<file path="src/rtl/gyro_spi_reader.sv">
// Periodic mode-3 SPI master: wakes the IMU once, then burst-reads the
// six gyro rate bytes every SAMPLE_PERIOD cycles and publishes gx/gy/gz.
module gyro_spi_reader #(
  parameter int          CLK_DIV       = 50,
  parameter int          SAMPLE_PERIOD = 100000,
  parameter logic [7:0]  WAKE_REG      = 8'h6B,
  parameter logic [7:0]  WAKE_VAL      = 8'h00,
  parameter logic [7:0]  GYRO_REG      = 8'h43
) (
  input  logic        clk_100mhz,
  input  logic        rst_in,
  input  logic        miso,
  output logic        sclk,
  output logic        mosi,
  output logic        cs_n,
  output logic [15:0] gx,
  output logic [15:0] gy,
  output logic [15:0] gz,
  output logic        data_valid,
  output logic        overrun
);

  localparam int DW = (CLK_DIV > 1) ? $clog2(CLK_DIV) : 1;
  localparam int TW = (SAMPLE_PERIOD > 1) ? $clog2(SAMPLE_PERIOD) : 1;
  localparam logic [DW-1:0] DIV_LAST = DW'(CLK_DIV - 1);
  localparam logic [TW-1:0] TMR_LAST = TW'(SAMPLE_PERIOD - 1);

  typedef enum logic [2:0] {
    S_WAKE, S_GAP, S_IDLE, S_READ, S_PUBLISH
  } state_t;

  typedef enum logic [2:0] {
    P_OFF, P_SETUP, P_LOW, P_HIGH, P_HOLD
  } phase_t;

  state_t        state;
  state_t        state_nx;
  phase_t        phase;
  logic [DW-1:0] div_cnt;
  logic [5:0]    bit_cnt;
  logic [5:0]    bit_last;
  logic [55:0]   tx_sr;
  logic [47:0]   rx_sr;
  logic [TW-1:0] timer;
  logic          timer_en;
  logic          div_done;
  logic          xfer_start;
  logic          xfer_done;
  logic          tick;

  assign div_done   = (div_cnt == DIV_LAST);
  assign xfer_done  = (phase == P_HOLD) && div_done;
  assign tick       = timer_en && (timer == '0);
  assign xfer_start = ((state == S_WAKE) && (phase == P_OFF)) ||
                      ((state == S_IDLE) && tick);

  always_ff @(posedge clk_100mhz) begin
    if (rst_in) state <= S_WAKE;
    else        state <= state_nx;
  end

  always_comb begin
    state_nx = state;
    unique case (state)
      S_WAKE:    if (xfer_done) state_nx = S_GAP;
      S_GAP:     if (div_done)  state_nx = S_IDLE;
      S_IDLE:    if (tick)      state_nx = S_READ;
      S_READ:    if (xfer_done) state_nx = S_PUBLISH;
      S_PUBLISH: state_nx = S_IDLE;
      default:   state_nx = S_WAKE;
    endcase
  end

  always_ff @(posedge clk_100mhz) begin
    if (rst_in) begin
      phase      <= P_OFF;
      div_cnt    <= '0;
      bit_cnt    <= '0;
      bit_last   <= '0;
      tx_sr      <= '0;
      rx_sr      <= '0;
      timer      <= '0;
      timer_en   <= 1'b0;
      sclk       <= 1'b1;
      mosi       <= 1'b1;
      cs_n       <= 1'b1;
      gx         <= '0;
      gy         <= '0;
      gz         <= '0;
      data_valid <= 1'b0;
      overrun    <= 1'b0;
    end else begin
      data_valid <= 1'b0;

      // Timer restarts from 0 as GAP ends so the first read follows at once
      if ((state == S_GAP) && div_done) begin
        timer    <= '0;
        timer_en <= 1'b1;
      end else if (timer_en) begin
        timer <= (timer == TMR_LAST) ? '0 : timer + 1'b1;
      end

      if (tick && (state != S_IDLE)) overrun <= 1'b1;

      if ((phase != P_OFF) || (state == S_GAP))
        div_cnt <= div_done ? '0 : div_cnt + 1'b1;
      else
        div_cnt <= '0;

      if (xfer_start) begin
        phase   <= P_SETUP;
        cs_n    <= 1'b0;
        bit_cnt <= '0;
        if (state == S_WAKE) begin
          tx_sr    <= {1'b0, WAKE_REG[6:0], WAKE_VAL, 40'h0};
          bit_last <= 6'd15;
        end else begin
          tx_sr    <= {1'b1, GYRO_REG[6:0], 48'h0};
          bit_last <= 6'd55;
        end
      end else if (div_done) begin
        unique case (phase)
          P_SETUP: begin
            phase <= P_LOW;
            sclk  <= 1'b0;
            mosi  <= tx_sr[55];
            tx_sr <= {tx_sr[54:0], 1'b0};
          end
          P_LOW: begin
            phase <= P_HIGH;
            sclk  <= 1'b1;
            rx_sr <= {rx_sr[46:0], miso};
          end
          P_HIGH: begin
            if (bit_cnt == bit_last) begin
              phase <= P_HOLD;
            end else begin
              phase   <= P_LOW;
              sclk    <= 1'b0;
              mosi    <= tx_sr[55];
              tx_sr   <= {tx_sr[54:0], 1'b0};
              bit_cnt <= bit_cnt + 6'd1;
            end
          end
          P_HOLD: begin
            phase <= P_OFF;
            cs_n  <= 1'b1;
            mosi  <= 1'b1;
          end
          default: ;
        endcase
      end

      // Command byte has shifted out of rx_sr; it holds bytes 1..6 only
      if (state == S_PUBLISH) begin
        gx         <= rx_sr[47:32];
        gy         <= rx_sr[31:16];
        gz         <= rx_sr[15:0];
        data_valid <= 1'b1;
      end
    end
  end

endmodule
</file>
<file path="config.mk">
export PLATFORM = sky130hd
export DESIGN_NAME = gyro_spi_reader
export DESIGN_NICKNAME = d
export VERILOG_FILES = /design/src/rtl/gyro_spi_reader.sv
export SDC_FILE = /design/constraint.sdc
export NUM_CORES = 1
export LEC_CHECK = 0
export BUFFER_PORTS_ARGS = -buffer_cell sky130_fd_sc_hd__buf_2
export CORE_MARGIN = 4
export CORE_UTILIZATION = 35
export DETAILED_ROUTE_END_ITERATION = 12
export HOLD_SLACK_MARGIN = 0.02
export PLACE_DENSITY_LB_ADDON = 0.3
export SLEW_MARGIN = 25
export SYNTH_ARGS = -nofsm -noshare
export SYNTH_HDL_FRONTEND = slang
export SYNTH_SLANG_ARGS = --single-unit
export TNS_END_PERCENT = 1
</file>
<file path="constraint.sdc">
create_clock -name clk_100mhz -period 2.4 [get_ports clk_100mhz]
set_input_delay 0.36 -clock clk_100mhz [delete_from_list [all_inputs] [get_ports clk_100mhz]]
set_output_delay 0.36 -clock clk_100mhz [all_outputs]
set_load 0.1 [all_outputs]
</file>
==> flow_summary.json, run 1 <==
{
  "status": "complete, no violations",
  "p_per_area_mw_per_mm2": 720,
  "ios": 56,
  "final_nets": 687,
  "track_usage_pct": 12.9,
  "seq_area_frac_synth_pct": 50.8,
  "synth.distinct_cells": 45,
  "rsz0062_at_grt": "false",
  "use_met2_pct": 20.1,
  "clock_sinks": 148,
  "grt_pass1_vias": 4283,
  "synth_cells": 641,
  "rows": 46,
  "period_minus_slack_ns": 2.17,
  "grt_pass1_wl_um": 19500,
  "ys_seq_elements": 148,
  "worstSetupStartpointType": "flop",
  "tns_ns": 0,
  "avgRoutedWirePerCell_um": 12.5,
  "placed_cells": 876,
  "end_kind": "flop",
  "hpwl_um": 7560,
  "ys_async_sr_fraction_pct": 0,
  "cts_hold_buf": 0,
  "p_sw_mw": 1.01,
  "hold_class": "in -> reg",
  "gr-usage-met1_pct": 16.1,
  "fin_crit_sh_pct": 90.4,
  "tightestPinTransition_ns": 0.524,
  "p_comb_share_pct": 2.3,
  "critPathKind": "reg -> reg",
  "post-cts-setup-buffers": 0,
  "io_buffers": 55,
  "cap_violations": 0,
  "setup_viol": 0,
  "required_ns": 2.68,
  "finish.utilization_pct": 42.2,
  "drive_gt1_share_pct": 14.2,
  "die-area_mm2": 0.0188,
  "dr_total_vias": 4332,
  "htree_levels": 4,
  "grt_max_degree": 100,
  "stdcell_count": 906,
  "relSlewSlack_pct": 65.0,
  "power_mw": 4.90,
  "avgSynthCellArea_um2": 9.11,
  "core_mm2": 0.0161,
  "gr-max-usage-layer": "met2",
  "vdd_ir_drop_max_mv": 0.484,
  "syn_area_mm2": 0.00584,
  "dr.pass1.iters": 4,
  "yosys_warnings": 0,
  "ys.flop_type": "dfxtp_1",
  "ant_nets": 0,
  "hold_viol": 0,
  "total_leakage_power_nw": 2.43,
  "viasPerCell": 4.78,
  "drt_wl_total_um": 11300,
  "cts_resized": 0,
  "path_clk_slew_ns": 0.05,
  "place.gp.congestion": 0.769,
  "skew_ns": 0.0102,
  "antenna_found_initial": 0,
  "area.growth.synth_to_final_pct": 16.5,
  "clockBufferDepth": 2,
  "cts_root_buffer": "clkbuf_16",
  "cts_buffers": 17,
  "power_frac_seq_pct": 50.7,
  "grt_overflow": 0,
  "fp.dieH_um": 137,
  "grt_use_met3_pct": 4.15,
  "chipWidth_um": 137,
  "swShare_pct": 20.5,
  "r2r_cells": 6,
  "arrival_ns": 2.45,
  "internal-power_mw": 3.89,
  "drt_iter0_drc": 272,
  "start_util_pct": 36.2,
  "cts_tree": "yes",
  "synth_edf_count": 0,
  "fin_hold_ws_ns": 0.229,
  "syn-num-nets": 649,
  "clock.fmax_mhz": 461,
  "min_delay_path_depth": 3,
  "drc": 0,
  "crit_fanout": 48,
  "finalMaxSlewViolations": 0,
  "antennaDiodeCount": 0,
  "clock_latency_ns": 0.42,
  "clkPwrFrac_pct": 47.0
}
==> sequential cells by signal, summed over array words and instances (netlist names) <==
register / cells
data_valid: 1
sclk: 1
timer: 17
bit_cnt: 6
rx_sr: 48
overrun: 1
mosi: 1
phase: 3
cs_n: 1
gz: 16
state: 3
timer_en: 1
bit_last: 3
gx: 16
tx_sr: 8
div_cnt: 6
gy: 16
==> final timing paths <==
path,slack (ns),end,startpoint
setup / recovery,0.23,rx_sr[23],timer[11]
hold reg to reg,0.45,gz[14],gz[14]
hold / removal,0.23,rx_sr[0],miso
setup reg to reg,0.23,rx_sr[23],timer[11]
==> cell type report <==
cell class	instances	area, µm²
clock inverter	6	30.0
timing repair buffer	64	370
sequential	148	2960
tap	216	270
multi-input combinational	439	2650
fill	1606	9310
clock buffer	24	482
inverter	9	33.8
==> through the flow <==
stage / worst slack, ns / instance area (µm²)
2_1_floorplan: 0.436 / 5840
3_3_place_gp: 0.323 / 6290
3_5_place_dp: 0.234 / 6290
4_1_cts: 0.220 / 6800
5_1_grt: 0.134 / 6800
6_report: 0.231 / 6800
==> critical path, stage by stage (launching register included) <==
cell and delay, ns:
dfxtp_1 0.33, or4_4 0.55, nor4_4 0.22, nand3b_1 0.26, and3_2 0.30, buf_12 0.22
mux2i_1 0.16
==> cell usage in the layout (no fill, tap or decap), types with 3 or more instances in the layout <==
cell type | netlist | layout
nand4_1 | 11 | 11
and3_1 | 4 | 3
clkinv_2 | 0 | 6
mux2i_1 | 54 | 54
nand4b_1 | 3 | 3
nand3b_1 | 5 | 5
buf_4 | 0 | 8
nand2_1 | 112 | 111
nor3_1 | 10 | 10
a31oi_1 | 4 | 4
inv_1 | 9 | 9
clkbuf_1 | 35 | 4
or4_1 | 3 | 3
xor2_1 | 16 | 16
nor4b_1 | 3 | 3
clkbuf_8 | 0 | 3
o21ai_0 | 3 | 3
a21oi_1 | 61 | 61
ha_1 | 5 | 5
nand2b_1 | 52 | 52
nor2_1 | 43 | 43
xnor2_1 | 8 | 8
clkbuf_16 | 0 | 17
buf_2 | 6 | 54
o221ai_1 | 3 | 3
dfxtp_1 | 148 | 148
nand3_1 | 14 | 14
==> synthesized netlist by cell type, drive strengths merged (2+ instances only) <==
cell type | count | area (µm²)
inv | 9 | 33.8
nor3 | 10 | 50.1
nor2 | 43 | 161
nand2 | 112 | 420
and3 | 4 | 25.0
nand4b | 3 | 26.3
o221ai | 3 | 26.3
xor2 | 16 | 140
clkbuf | 35 | 131
or4 | 4 | 33.8
mux2i | 54 | 541
a31oi | 4 | 25.0
dfxtp | 148 | 2960
nand2b | 52 | 325
nor4 | 3 | 33.8
nand4 | 11 | 68.8
o21ai | 3 | 15.0
o21a | 2 | 15.0
ha | 5 | 62.6
or3 | 2 | 12.5
nand3b | 5 | 37.5
and2 | 3 | 18.8
a21oi | 61 | 305
nor4b | 3 | 26.3
xnor2 | 8 | 70.1
nand3 | 15 | 87.6
a2111oi | 2 | 17.5
buf | 10 | 60.1
==> layer usage <==
layer  vias up  share of wire [%]
li1       2239                  -
met1      2029                 48
met2        54                 47
met3        10                3.4
met4         0                1.7
met5         -                  0
==> power groups by stage <==
| stage | Combinational, mW | Clock [mW] | Sequential (mW) |
|---|---|---|---|
| floorplan | 0.0827 | 0 | 2.54 |
| CTS | 0.112 | 2.38 | 2.48 |
| global route | 0.122 | 2.50 | 2.49 |
| detailed placement | 0.112 | 0 | 2.54 |
| finish | 0.111 | 2.30 | 2.49 |
| global placement | 0.110 | 0 | 2.54 |
==> cell families after synthesis <==
group / count (synthesis) / share of synthesized area [%]
buf+inv: 54 / 3.86
mux: 54 / 9.26
compound gates: 83 / 8.17
simple gates: 273 / 23.3
fa+ha+maj: 5 / 1.07
xor+xnor: 24 / 3.60
flops: 148 / 50.8
Note: power is estimated with default switching activity, not from simulation.
==> run 2, diff against run 1 <==
- CORE_MARGIN: 4 -> 8
==> flow_summary.json, run 2 (synthesized netlist as in run 1, its figures left out) <==
{
  "clock_latency_ns": 0.42,
  "rsz0062_at_grt": "false",
  "cp-startpoint": "timer[11]",
  "vdd_ir_drop_max_mv": 0.501,
  "place.gp.congestion": 0.761,
  "fin_crit_sh_pct": 92.1,
  "area.growth.synth_to_final_pct": 18.2,
  "path_clk_slew_ns": 0.06,
  "period_minus_slack_ns": 2.21,
  "grt_pass1_wl_um": 20200,
  "dr.pass1.iters": 4,
  "worstSetupStartpointType": "flop",
  "finalMaxSlewViolations": 0,
  "grt_overflow": 0,
  "tns_ns": 0,
  "rows": 47,
  "fin_hold_ws_ns": 0.226,
  "core_mm2": 0.0165,
  "r2r_setup_slack_ns": 0.19,
  "gr-max-usage-layer": "met2",
  "die-area_mm2": 0.0211,
  "critPathKind": "reg -> reg",
  "cts_tree": "yes",
  "r2r_cells": 6,
  "reg.largest.list": "rx_sr: 48 flops, timer: 17 flops",
  "crit_fanout": 38,
  "power_frac_seq_pct": 47.9,
  "relSlewSlack_pct": 59.8,
  "cts_resized": 0,
  "placed_cells": 882,
  "cts_root_buffer": "clkbuf_16",
  "final_cell_mix": "148 x dfxtp_1, 111 x nand2_1, 61 x a21oi_1",
  "p_per_area_mw_per_mm2": 752,
  "htree_levels": 4,
  "p_comb_share_pct": 2.2,
  "status": "complete, no violations",
  "chipWidth_um": 145,
  "viasPerCell": 4.84,
  "reg2reg_to": "rx_sr[38]",
  "track_usage_pct": 11.4,
  "setup_viol": 0,
  "required_ns": 2.69,
  "regArea_mm2": 0.00296,
  "cts_hold_buf": 0,
  "drive_gt1_share_pct": 15.0,
  "hold_class": "in -> reg",
  "largest_reg_flops": 48,
  "antennaDiodeCount": 0,
  "antenna_found_initial": 0,
  "drt_wl_total_um": 11900,
  "grt_pass1_vias": 4387,
  "stdcell_count": 914,
  "clockBufferDepth": 2,
  "swShare_pct": 20.9,
  "clock.fmax_mhz": 452,
  "multi_input_area_mm2": 0.00265,
  "ios": 56,
  "top_register": "rx_sr",
  "cts_buffers": 17,
  "internal-power_mw": 4.10,
  "start_util_pct": 35.4,
  "drt_iter0_drc": 234,
  "io_buffers": 55,
  "p_sw_mw": 1.09,
  "final_common_cell": "dfxtp_1",
  "gr-usage-met1_pct": 13.3,
  "total_leakage_power_nw": 2.46,
  "skew_ns": 0.00872,
  "grt_max_degree": 71,
  "hold_viol": 0,
  "grt_use_met3_pct": 3.73,
  "reg2reg_from": "timer[11]",
  "drc": 0,
  "use_met2_pct": 18.8,
  "ant_nets": 0,
  "dr_total_vias": 4421,
  "clkPwrFrac_pct": 49.9,
  "cap_violations": 0,
  "tightestPinTransition_ns": 0.604,
  "arrival_ns": 2.50,
  "post-cts-setup-buffers": 0,
  "clock_sinks": 148,
  "worstSetupEndpoint": "rx_sr[38]",
  "final_nets": 689,
  "fp.dieH_um": 145,
  "end_kind": "flop",
  "hpwl_um": 8160,
  "avgRoutedWirePerCell_um": 13.0,
  "nFillCells": 1645
}
==> run 2: cell types whose count changed in the layout (fill, tap and decap cells not counted), sizes merged <==
cell / change
clkbuf: -3
bufinv: +2
buf: +2
clkinv: -1
clkinvlp: +3
inv: +1
==> run 2: critical path: stages, from the launching register on <==
cell and delay (ns):
dfxtp_1 0.34, or4_4 0.56, nor4_4 0.23, nand3b_1 0.16, and3_2 0.37, buf_12 0.25, mux2i_1 0.15
==> run 2: how the worst min path moves through the flow <==
stage | start | to | slack, ns | cells after the start
floorplan | div_cnt[0] | div_cnt[0] | 0.43 | 1
global placement | rx_sr[42] | gx[10] | 0.44 | 2
detailed placement | gy[8] | gy[8] | 0.44 | 2
CTS | miso | rx_sr[0] | 0.21 | 3
global route | miso | rx_sr[0] | 0.20 | 3
finish | miso | rx_sr[0] | 0.23 | 3
==> run 2: power by group through the flow <==
stage               clock network, mW  logic, mW  registers [mW]
floorplan                           0     0.0827            2.54
global placement                    0      0.110            2.54
detailed placement                  0      0.113            2.54
CTS                              2.65      0.114            2.48
global route                     2.78      0.124            2.49
finish                           2.59      0.113            2.48
==> run 2: layer usage <==
| metal | vias up | wire length, µm |
|---|---|---|
| met5 | - | 0 |
| met4 | 0 | 132 |
| met3 | 7 | 499 |
| met2 | 68 | 5760 |
| met1 | 2101 | 5500 |
| li1 | 2245 | - |
==> run 2: cell type report <==
class / count / area share [%]
multi-input cells: 439 / 38.5
well taps: 220 / 3.99
clock inverters: 11 / 1.85
inverters: 9 / 0.490
clock buffers: 21 / 6.67
flip-flops and latches: 148 / 42.9
repair buffers: 66 / 5.59
==> run 2: per-stage QoR <==
stage | total power, mW | instance area, µm² | setup slack [ns] | utilization (%)
after floorplan | 2.63 | 5840 | 0.436 | -
after global placement | 2.65 | 6310 | 0.296 | 38.3
after detailed placement | 2.65 | 6310 | 0.215 | 38.3
after CTS | 5.25 | 6900 | 0.188 | 41.9
after global routing | 5.39 | 6900 | 0.0677 | 41.9
final | 5.19 | 6900 | 0.189 | 41.9
